===== src/rtl/keypad_pkg.sv =====
// -----------------------------------------------------------------------------
// keypad_pkg
// Shared definitions for the emulated 4x4 matrix keypad:
//   - state_t       : sequencer states of the key-press replay FSM
//   - LFSR_W/TAPS   : width and Fibonacci tap mask of the contact-bounce LFSR
//                     (x^8 + x^6 + x^5 + x^4 + 1)
//   - key_row/col   : key-code decode, shared with the column comparator so the
//                     key encoding lives in exactly one place
//   - col_onehot    : column index to one-hot column sense pattern
// -----------------------------------------------------------------------------
package keypad_pkg;

    typedef enum logic [2:0] {
        ST_IDLE,
        ST_PRESS_BOUNCE,
        ST_HOLD,
        ST_RELEASE_BOUNCE,
        ST_GAP
    } state_t;

    localparam int LFSR_W = 8;

    // Feedback taps at bits 7,5,4,3 of a left-shifting register.
    localparam logic [LFSR_W-1:0] LFSR_TAPS = 8'hB8;

    function automatic logic [1:0] key_row(input logic [3:0] key);
        return key[3:2];
    endfunction

    function automatic logic [1:0] key_col(input logic [3:0] key);
        return key[1:0];
    endfunction

    function automatic logic [3:0] col_onehot(input logic [1:0] c);
        return 4'b0001 << c;
    endfunction

endpackage


===== src/rtl/keypad_emulator_if.sv =====
// -----------------------------------------------------------------------------
// keypad_emulator_if
// Bundles the keypad matrix lines and the key-press command channel.
//   fil        : row drive from the scanner (active-high, normally one-hot)
//   col        : column sense back to the comparator (active-high)
//   cmd_valid  : command present
//   cmd_key    : key code, row = [3:2], column = [1:0]
//   cmd_hold   : stable-closed duration in clk cycles (0 means 1)
//   cmd_ready  : emulator idle, command accepted on valid & ready
//   busy       : command in progress
//   done       : one-cycle pulse on the last gap cycle
// master = scanner + commander side, slave = keypad emulator.
// -----------------------------------------------------------------------------
interface keypad_emulator_if #(
    parameter int HOLD_W = 16
);
    logic [3:0]        fil;
    logic [3:0]        col;
    logic              cmd_valid;
    logic [3:0]        cmd_key;
    logic [HOLD_W-1:0] cmd_hold;
    logic              cmd_ready;
    logic              busy;
    logic              done;

    modport master (
        output fil,
        output cmd_valid,
        output cmd_key,
        output cmd_hold,
        input  col,
        input  cmd_ready,
        input  busy,
        input  done
    );

    modport slave (
        input  fil,
        input  cmd_valid,
        input  cmd_key,
        input  cmd_hold,
        output col,
        output cmd_ready,
        output busy,
        output done
    );
endinterface


===== src/rtl/keypad_emulator_bounce_lfsr.sv =====
// -----------------------------------------------------------------------------
// bounce_lfsr
// 8-bit Fibonacci LFSR supplying pseudo-random contact chatter.
//   clk     : system clock
//   rst     : synchronous active-high reset, loads SEED
//   en      : advance one step this cycle
//   bit_out : current LFSR bit 0
// The sequence is only reseeded by reset, so successive bounce windows differ
// while the whole run stays deterministic from reset.
// -----------------------------------------------------------------------------
module bounce_lfsr
    import keypad_pkg::*;
#(
    parameter logic [LFSR_W-1:0] SEED = 8'hA5
) (
    input  logic clk,
    input  logic rst,
    input  logic en,
    output logic bit_out
);

    logic [LFSR_W-1:0] lfsr_q;

    always_ff @(posedge clk) begin
        if (rst) begin
            lfsr_q <= SEED;
        end else if (en) begin
            lfsr_q <= {lfsr_q[LFSR_W-2:0], ^(lfsr_q & LFSR_TAPS)};
        end
    end

    assign bit_out = lfsr_q[0];

endmodule


===== src/rtl/keypad_emulator.sv =====
// -----------------------------------------------------------------------------
// keypad_emulator
// Far end of a row-scan / column-sense 4x4 keypad. Replays one key-press
// command at a time: press chatter, solid hold, release chatter, open gap.
//   clk  : system clock
//   rst  : synchronous active-high reset
//   bus  : keypad_emulator_if.slave (matrix lines + command channel)
// Parameters:
//   BOUNCE_CYCLES : chatter length on press and on release (>=1)
//   GAP_CYCLES    : open time after release before next command (>=1)
//   HOLD_W        : width of the hold-time field
//   LFSR_SEED     : non-zero reset value of the bounce LFSR
//
// state             | meaning
// ------------------+----------------------------------------------------
// ST_IDLE           | contact open, cmd_ready high, waiting for a command
// ST_PRESS_BOUNCE   | contact follows LFSR bit 0 for BOUNCE_CYCLES
// ST_HOLD           | contact closed for the latched hold count
// ST_RELEASE_BOUNCE | contact follows LFSR bit 0 for BOUNCE_CYCLES
// ST_GAP            | contact open for GAP_CYCLES, done on the last cycle
// -----------------------------------------------------------------------------
module keypad_emulator
    import keypad_pkg::*;
#(
    parameter int                BOUNCE_CYCLES = 16,
    parameter int                GAP_CYCLES    = 64,
    parameter int                HOLD_W        = 16,
    parameter logic [LFSR_W-1:0] LFSR_SEED     = 8'hA5
) (
    input  logic clk,
    input  logic rst,
    keypad_emulator_if.slave bus
);

    localparam int BOUNCE_W = $clog2(BOUNCE_CYCLES + 1);
    localparam int GAP_W    = $clog2(GAP_CYCLES + 1);

    localparam logic [BOUNCE_W-1:0] BOUNCE_LOAD = BOUNCE_W'(BOUNCE_CYCLES);
    localparam logic [GAP_W-1:0]    GAP_LOAD    = GAP_W'(GAP_CYCLES);
    localparam logic [BOUNCE_W-1:0] BOUNCE_ONE  = BOUNCE_W'(1);
    localparam logic [GAP_W-1:0]    GAP_ONE     = GAP_W'(1);
    localparam logic [HOLD_W-1:0]   HOLD_ONE    = HOLD_W'(1);

    state_t              state_q, state_d;
    logic [BOUNCE_W-1:0] bounce_cnt_q, bounce_cnt_d;
    logic [GAP_W-1:0]    gap_cnt_q, gap_cnt_d;
    logic [HOLD_W-1:0]   hold_cnt_q, hold_cnt_d;
    logic [3:0]          key_q, key_d;

    logic lfsr_en;
    logic lfsr_bit;
    logic contact;
    logic cmd_ready_o;
    logic busy_o;
    logic done_o;

    bounce_lfsr #(
        .SEED (LFSR_SEED)
    ) u_bounce_lfsr (
        .clk     (clk),
        .rst     (rst),
        .en      (lfsr_en),
        .bit_out (lfsr_bit)
    );

    always_ff @(posedge clk) begin
        if (rst) begin
            state_q      <= ST_IDLE;
            bounce_cnt_q <= '0;
            gap_cnt_q    <= '0;
            hold_cnt_q   <= '0;
            key_q        <= '0;
        end else begin
            state_q      <= state_d;
            bounce_cnt_q <= bounce_cnt_d;
            gap_cnt_q    <= gap_cnt_d;
            hold_cnt_q   <= hold_cnt_d;
            key_q        <= key_d;
        end
    end

    // Each timed phase loads its down-counter on entry and leaves when the
    // counter reads 1, so a load of N gives exactly N cycles in the phase.
    always_comb begin
        state_d      = state_q;
        bounce_cnt_d = bounce_cnt_q;
        gap_cnt_d    = gap_cnt_q;
        hold_cnt_d   = hold_cnt_q;
        key_d        = key_q;
        lfsr_en      = 1'b0;
        contact      = 1'b0;
        cmd_ready_o  = 1'b0;
        busy_o       = 1'b1;
        done_o       = 1'b0;

        case (state_q)
            ST_IDLE: begin
                cmd_ready_o = 1'b1;
                busy_o      = 1'b0;
                if (bus.cmd_valid) begin
                    state_d      = ST_PRESS_BOUNCE;
                    bounce_cnt_d = BOUNCE_LOAD;
                    hold_cnt_d   = (bus.cmd_hold == '0) ? HOLD_ONE : bus.cmd_hold;
                    key_d        = bus.cmd_key;
                end
            end

            ST_PRESS_BOUNCE: begin
                lfsr_en = 1'b1;
                contact = lfsr_bit;
                if (bounce_cnt_q == BOUNCE_ONE) begin
                    state_d = ST_HOLD;
                end else begin
                    bounce_cnt_d = bounce_cnt_q - BOUNCE_ONE;
                end
            end

            ST_HOLD: begin
                contact = 1'b1;
                if (hold_cnt_q == HOLD_ONE) begin
                    state_d      = ST_RELEASE_BOUNCE;
                    bounce_cnt_d = BOUNCE_LOAD;
                end else begin
                    hold_cnt_d = hold_cnt_q - HOLD_ONE;
                end
            end

            ST_RELEASE_BOUNCE: begin
                lfsr_en = 1'b1;
                contact = lfsr_bit;
                if (bounce_cnt_q == BOUNCE_ONE) begin
                    state_d   = ST_GAP;
                    gap_cnt_d = GAP_LOAD;
                end else begin
                    bounce_cnt_d = bounce_cnt_q - BOUNCE_ONE;
                end
            end

            ST_GAP: begin
                if (gap_cnt_q == GAP_ONE) begin
                    done_o  = 1'b1;
                    state_d = ST_IDLE;
                end else begin
                    gap_cnt_d = gap_cnt_q - GAP_ONE;
                end
            end

            default: begin
                state_d = ST_IDLE;
            end
        endcase
    end

    assign bus.cmd_ready = cmd_ready_o;
    assign bus.busy      = busy_o;
    assign bus.done      = done_o;

    // Passive switch: contact depends only on registered state, while the row
    // to column path stays combinational so col tracks fil with no latency.
    assign bus.col = (contact && bus.fil[key_row(key_q)]) ? col_onehot(key_col(key_q))
                                                          : 4'b0000;

endmodule


===== src/flat_wrapper.sv =====
// flat-port wrapper written by rule: the top's interface ports become plain ports
module keypad_emulator_flat import keypad_pkg::*;
#(
    parameter int                BOUNCE_CYCLES = 16,
    parameter int                GAP_CYCLES    = 64,
    parameter int                HOLD_W        = 16,
    parameter logic [LFSR_W-1:0] LFSR_SEED     = 8'hA5
)
  (clk, rst, bus_fil, bus_cmd_valid, bus_cmd_key, bus_cmd_hold, bus_col, bus_cmd_ready, bus_busy, bus_done);
  keypad_emulator_if #(.HOLD_W(HOLD_W)) bus_i ();
  input  logic clk;
  input  logic rst;
  input wire logic [$bits(bus_i.fil)-1:0] bus_fil;
  input wire logic [$bits(bus_i.cmd_valid)-1:0] bus_cmd_valid;
  input wire logic [$bits(bus_i.cmd_key)-1:0] bus_cmd_key;
  input wire logic [$bits(bus_i.cmd_hold)-1:0] bus_cmd_hold;
  output wire logic [$bits(bus_i.col)-1:0] bus_col;
  output wire logic [$bits(bus_i.cmd_ready)-1:0] bus_cmd_ready;
  output wire logic [$bits(bus_i.busy)-1:0] bus_busy;
  output wire logic [$bits(bus_i.done)-1:0] bus_done;
  assign bus_i.fil = bus_fil;
  assign bus_i.cmd_valid = bus_cmd_valid;
  assign bus_i.cmd_key = bus_cmd_key;
  assign bus_i.cmd_hold = bus_cmd_hold;
  assign bus_col = bus_i.col;
  assign bus_cmd_ready = bus_i.cmd_ready;
  assign bus_busy = bus_i.busy;
  assign bus_done = bus_i.done;
  keypad_emulator #(.BOUNCE_CYCLES(BOUNCE_CYCLES), .GAP_CYCLES(GAP_CYCLES), .HOLD_W(HOLD_W), .LFSR_SEED(LFSR_SEED)) u_core (.clk(clk), .rst(rst), .bus(bus_i));
endmodule

===== config.mk =====
export PLATFORM = sky130hd
export DESIGN_NAME = keypad_emulator_flat
export DESIGN_NICKNAME = d
export VERILOG_FILES = /design/src/rtl/keypad_pkg.sv /design/src/rtl/keypad_emulator_if.sv /design/src/rtl/keypad_emulator_bounce_lfsr.sv /design/src/rtl/keypad_emulator.sv /design/src/flat_wrapper.sv
export SDC_FILE = /design/constraint.sdc
export NUM_CORES = 1
export LEC_CHECK = 0
export ABC_AREA = 1
export CAP_MARGIN = 20
export CORE_ASPECT_RATIO = 0.5
export CORE_UTILIZATION = 35
export CTS_BUF_LIST = sky130_fd_sc_hd__clkbuf_8 sky130_fd_sc_hd__clkbuf_16
export DETAILED_ROUTE_END_ITERATION = 8
export PLACE_DENSITY = 0.52
export SETUP_SLACK_MARGIN = 0.1
export SKIP_LAST_GASP = 1
export SYNTH_ARGS = -nofsm -noshare
export SYNTH_HDL_FRONTEND = slang
export SYNTH_SLANG_ARGS = --single-unit

===== constraint.sdc =====
create_clock -name clk -period 2 [get_ports clk]
set_input_delay 0.3 -clock clk [delete_from_list [all_inputs] [get_ports clk]]
set_output_delay 0.3 -clock clk [all_outputs]
set_load 0.03 [all_outputs]

==> results of run 1 <==
## cell usage in the layout (no fill, tap or decap), drive strengths merged
cell           instances
a21oi                 29
nand3                 33
xor2                   4
inv                   47
dlygate4sd2            2
nor2                  67
a22oi                  1
nand4                 14
o21bai                 2
nand2                100
nand3b                 4
dfxtp                 43
xnor2                  6
clkbuf                 6
o211a                  1
or2                    1
clkdlybuf4s50         26
bufinv                 2
o32ai                  1
ha                     6
o21ai                 28
buf                   13
nor3                   5
clkinv                 1
## path summary, 6_finish.rpt
path,start,endpoint,cells after the start
worst max register to register,u_core.hold_cnt_q[0],u_core.hold_cnt_q[6],10
worst max-delay path,bus_fil[0],bus_col[1],6
worst min-delay path,u_core.gap_cnt_q[0],u_core.gap_cnt_q[0],1
worst min register to register,u_core.gap_cnt_q[0],u_core.gap_cnt_q[0],1
## report_power, final
part | switching [mW] | internal (mW) | total, mW | leakage [nW]
Sequential | 0.280 | 1.13 | 1.41 | 0.355
Clock | 0.356 | 0.712 | 1.07 | 0.0952
Combinational | 1.48 | 0.893 | 2.38 | 1.01
Total | 2.12 | 2.74 | 4.86 | 1.46
## logic make-up (layout without fill, tap and decap cells)
logic type | count (synthesis) | after routing
flops | 43 | 43
buf+inv | 57 | 97
fa+ha+maj | 6 | 6
compound gates | 62 | 62
simple gates | 224 | 224
xor+xnor | 10 | 10
## metal layers
layer,vias up,share of wire
met5,-,0
met3,6,0.025
li1,1374,-
met1,1127,0.51
met2,23,0.46
met4,0,0.0087
## final cells by class
type,instances,area [sq um],share of cell area
Inverter,47,177.7,0.05371
Clock inverter,3,63.81,0.01929
Clock buffer,5,125.1,0.03782
Tap cell,92,115.1,0.03480
Sequential cell,43,864.6,0.2613
Timing Repair Buffer,42,392.9,0.1188
Multi-Input combinational cell,302,1569,0.4743
## flip-flops by register name, indices dropped and copies added (netlist names)
name,cells
u_core.gap_cnt_q,7
u_core.hold_cnt_q,16
u_core.state_q,3
u_core.key_q,4
u_core.u_bounce_lfsr.lfsr_q,8
u_core.bounce_cnt_q,5
## repair_timing
action | 4_1_cts | 5_1_grt
setup endpoints to repair | 4 | 5
resized for setup | 5 | 8
hold endpoints to repair | 0 | 0
setup buffers | 0 | 0
## critical path, delay by kind of cell
kind                   cells  cell delay, ps
AO/OA/AOI/OAI              1             250
buffers and inverters      2             650
AND/OR/NAND/NOR            3             320
==> flow_metrics.py, run 1 <==
metrics = {
    "outcome": {
        "run_status": "finished, final reports clean",
    },
    "power": {
        "finalPower_mw": 4.855,
        "ir_worst_vdd_mv": 0.5828,
        "power_density_nw_per_um2": 1468,
        "p_leak_nw": 1.456,
    },
    "cts": {
        "cts_num_sinks": 43,
        "clk_pin_slew_ps": 70,
        "root_buffer": "clkbuf_16",
        "hold_buffers": 0,
        "clock_latency_ps": 290,
        "cts_htree_levels": 2,
        "cts_made_buffers": 5,
        "cts_tree": "yes",
        "clock_path_buffers": 2,
    },
    "job": {
        "cap_violations": 0,
    },
    "finish": {
        "syn_to_final_growth_pct": 24.95,
        "drive_above_1_share": 0.1267,
        "instances_no_fill": 534,
        "fillers": 725,
        "antenna_cells": 0,
        "nets": 474,
        "final_util": 0.4733,
        "fin_area_sq_um": 3308,
    },
    "grt": {
        "grt_use_total": 0.1707,
        "grt_pass1_vias": 2348,
        "busiest_layer": "met2",
        "grt_util_met2": 0.2863,
        "grt_antenna_before_repair": 0,
        "overflow": 0,
        "grt_pass1_wl_um": 10720,
        "grt_max_degree": 24,
        "met3_usage": 0.04588,
        "gr-usage-met1": 0.2152,
    },
    "logic_synthesis": {
        "synth-edff-count": 0,
        "ys_seq_elements": 43,
        "synth-simple-area-share": 0.3927,
        "async_reset_ff_frac": 0,
        "synthTopCellsByArea": "dfxtp_1 (33%), nand2_1 (14%), nor2_1 (8.6%)",
        "synth_top_family_by_area": "simple AND/OR/NAND/NOR gates",
        "synth_fa_ha_area_frac": 0.02836,
        "synthFlopType": "dfxtp_1",
        "synthXorXnorAreaFrac": 0.03308,
        "yosysMostFrequentCell": "nand2_1",
        "synth_seq_area_share": 0.3251,
        "syn_area_per_cell_sq_um": 6.586,
        "synth.distinct_cells": 33,
        "syn_nets": 435,
        "synth_top_area_frac": 0.3251,
        "synth_compound_area_frac": 0.1290,
        "syn-instance-count": 402,
        "yosys_warnings": 0,
        "netlist_area_sq_um": 2648,
        "synth_top_cell_by_area": "dfxtp_1",
        "muxShareOfSynthArea": 0,
        "synth_top_cells_by_count": "nand2_1 (96), nor2_1 (61), dfxtp_1 (43)",
    },
    "setup_path": {
        "slowest_stage": "clkdlybuf4s50_1",
        "slowest_delay_ps": 460,
        "end_kind": "primary output",
        "crit_type": "in2out",
        "cp_max_fo": 4,
        "worstPathCellList": "clkdlybuf4s50_1 -> nor2_1 -> o32ai_2 -> nand2_2 -> nor3_1 -> buf_4",
        "startpoint_type": "input port",
        "required_ps": 1700,
        "r2r_slack_ps": 380,
        "arrival_ps": 1520,
    },
    "placed_design": {
        "dp_worst_setup_slack_ps": 134.8,
        "gp_congestion": 0.8219,
        "dpl.cell_count": 526,
        "place_area_sq_um": 3098,
        "portBuffers": 33,
        "hpwl_um": 4698,
    },
    "timing": {
        "max_freq_mhz": 549.9,
        "post-route-period-util": 0.9092,
        "post-route-min-period_ps": 1818,
        "worst_pin_slew_ps": 367.2,
        "finClkSkew_ps": 10.02,
        "rsz0062_at_grt": "false",
        "setup_viol": 0,
        "fin_hold_ws_ps": 460.2,
        "post-route-worst-setup-slack_ps": 181.7,
        "setup_tns_ps": 0,
        "slew_headroom": 0.7549,
        "maxSlewViolCount": 0,
        "hold_viol": 0,
    },
    "route": {
        "drt.antenna.violating_nets": 0,
        "drt_first_pass_iters": 4,
        "num_vias": 2530,
        "drc_errors": 0,
        "routedWlPerCell_um": 12.06,
        "drtIter0Drc": 127,
        "drt-vias-per-instance": 4.738,
        "wl_um": 6440,
    },
    "floorplan": {
        "rows": 21,
        "die_area_sq_um": 7938,
        "fp.dieH_um": 63.50,
        "die_x_um": 125,
        "io_pins": 34,
        "core_sq_um": 6989,
        "initial_core_util": 0.3788,
    },
    "hold_path": {
        "hold_class": "reg2reg",
    },
}
Note: power is estimated with default switching activity, not from simulation.
==> inputs of run 2 (changes only) <==
CTS_BUF_LIST = sky130_fd_sc_hd__clkbuf_16   (was sky130_fd_sc_hd__clkbuf_8 sky130_fd_sc_hd__clkbuf_16)
GPL_TIMING_DRIVEN = 0   (was not set)
PLACE_DENSITY = 0.61   (was 0.52)
==> run 2 against run 1 <==
Register-to-register slack about the same. Global-route usage fell by 0.47 points. Flip-flop and latch count unchanged. Fmax decreased by 1.0%. Count of clock-buffer cells in the layout unchanged. Critical path type unchanged. Die area stayed put. Critical path depth unchanged. Worst setup slack worse by 18 ps.
==> flow_metrics.py, run 2 (synthesis gave the netlist of run 1 again) <==
metrics = {
    "outcome": {
        "run_status": "finished, final reports clean",
    },
    "route": {
        "drt_first_pass_iters": 4,
        "routedWlPerCell_um": 11.62,
        "num_vias": 2578,
        "wl_um": 6239,
        "drc_errors": 0,
        "drt.antenna.violating_nets": 0,
        "drtIter0Drc": 141,
        "drt-vias-per-instance": 4.801,
    },
    "setup_path": {
        "crit_type": "in2out",
        "startpoint_type": "input port",
        "r2r_start": "u_core.hold_cnt_q[0]",
        "worstPathCellList": "clkdlybuf4s50_1 -> nor2_1 -> o32ai_2 -> nand2_2 -> nor3_2 -> buf_4",
        "reg2reg_depth": 10,
        "slowest_stage": "clkdlybuf4s50_1",
        "r2r_slack_ps": 370,
        "cp_max_fo": 4,
        "crit_family": "buffers and inverters",
        "r2r_end": "u_core.hold_cnt_q[6]",
        "slowest_delay_ps": 450,
        "cp-endpoint": "bus_col[3]",
        "crit_start": "bus_fil[0]",
        "crit_cells": 6,
        "cp_num_buf_inv": 2,
        "end_kind": "primary output",
        "required_ps": 1700,
        "arrival_ps": 1540,
    },
    "floorplan": {
        "initial_core_util": 0.3788,
        "die_x_um": 125,
        "core_sq_um": 6989,
        "die_area_sq_um": 7938,
        "rows": 21,
        "io_pins": 34,
        "fp.dieH_um": 63.50,
    },
    "cts": {
        "clock_path_buffers": 2,
        "cts_htree_levels": 2,
        "cts_num_sinks": 43,
        "cts_made_buffers": 5,
        "clk_pin_slew_ps": 60,
        "cts_tree": "yes",
        "clock_latency_ps": 290,
        "root_buffer": "clkbuf_16",
    },
    "placed_design": {
        "hpwl_um": 4558,
        "portBuffers": 33,
        "gp_congestion": 0.8244,
        "dp_worst_setup_slack_ps": -429.5,
    },
    "hold_path": {
        "worstHoldStart": "u_core.gap_cnt_q[0]",
        "hold_class": "reg2reg",
        "min_path_cells": 1,
    },
    "finish": {
        "drive_above_1_share": 0.1303,
        "syn_to_final_growth_pct": 24.15,
        "regMostFlops": "u_core.hold_cnt_q",
        "largest_register_ffs": 16,
        "antenna_cells": 0,
        "final_common_cell": "nand2_1",
        "nets": 477,
        "reg_top3": "u_core.hold_cnt_q (16), u_core.u_bounce_lfsr.lfsr_q (8), u_core.gap_cnt_q (7)",
        "final_util": 0.4703,
        "most-common-layout-cells": "nand2_1 (94), nor2_1 (60), inv_1 (41), dfxtp_1 (40), nand3_1 (27)",
    },
    "timing": {
        "rsz0062_at_grt": "true",
        "maxSlewViolCount": 0,
        "max_freq_mhz": 544.5,
        "finClkSkew_ps": 4.150,
        "slew_headroom": 0.5308,
        "hold_viol": 0,
        "worst_pin_slew_ps": 703.8,
        "post-route-min-period_ps": 1837,
        "post-route-period-util": 0.9183,
        "setup_viol": 0,
        "post-route-worst-setup-slack_ps": 163.4,
    },
    "grt": {
        "grt_pass1_wl_um": 10630,
        "grt_pass1_vias": 2270,
        "overflow": 0,
        "grt_max_degree": 14,
        "grt_antenna_before_repair": 0,
        "grt_use_total": 0.1661,
    },
    "job": {
        "cap_violations": 0,
    },
    "power": {
        "finalPower_mw": 4.631,
        "ir_worst_vdd_mv": 0.5239,
        "p_leak_nw": 1.429,
        "power_density_nw_per_um2": 1409,
    },
}
## run 2: worst min-delay path by stage
stage                                           endpoint
after floorplan           u_core.u_bounce_lfsr.lfsr_q[2]
after global placement    u_core.u_bounce_lfsr.lfsr_q[2]
after detailed placement  u_core.u_bounce_lfsr.lfsr_q[2]
after CTS                            u_core.gap_cnt_q[0]
after global routing      u_core.u_bounce_lfsr.lfsr_q[1]
final                                u_core.gap_cnt_q[0]
## run 2: repair_timing
| action | CTS | global route |
|---|---|---|
| buffers inserted | 2 | 0 |
| pin swaps | 4 | 2 |
| gates resized for setup | 38 | 9 |
| setup endpoints to repair | 7 | 5 |
| hold buffers | 0 | 0 |
## run 2: cell type report
cell class,count,area (sq um)
sequential,43,867.1
clock buffer,5,125.1
multi-input combinational,302,1585
clock inverter,3,15.01
inverter,47,180.2
tap,92,115.1
timing repair buffer,35,334.1
buffer,10,65.06
fill,730,3702
## run 2: through the flow
step | setup TNS, ps | cells | cell area [sq um] | hold slack (ps)
6_report | 0 | 537 | 3287 | 459.0
5_1_grt | 0 | 537 | 3287 | 495.3
4_1_cts | 0 | 537 | 3254 | 462.5
3_5_place_dp | -1926 | 527 | 3093 | 449.4
3_3_place_gp | -1667 | 527 | 3093 | 444.1
2_1_floorplan | 0 | 402 | 2648 | 429.6
## run 2: power by group
part	internal, mW	switching (mW)	leakage (nW)
Combinational	0.901	1.50	1.00
Clock	0.456	0.349	0.0733
Sequential	1.14	0.294	0.355
## run 2: routing by layer
layer | vias up | routed length, um | GRT usage
met3 | 5 | 242 | 0.03483
met2 | 51 | 2555 | 0.2549
met1 | 1139 | 3383 | 0.2322
li1 | 1383 | - | -
met5 | - | 0 | 0
met4 | 0 | 58 | 0.05030
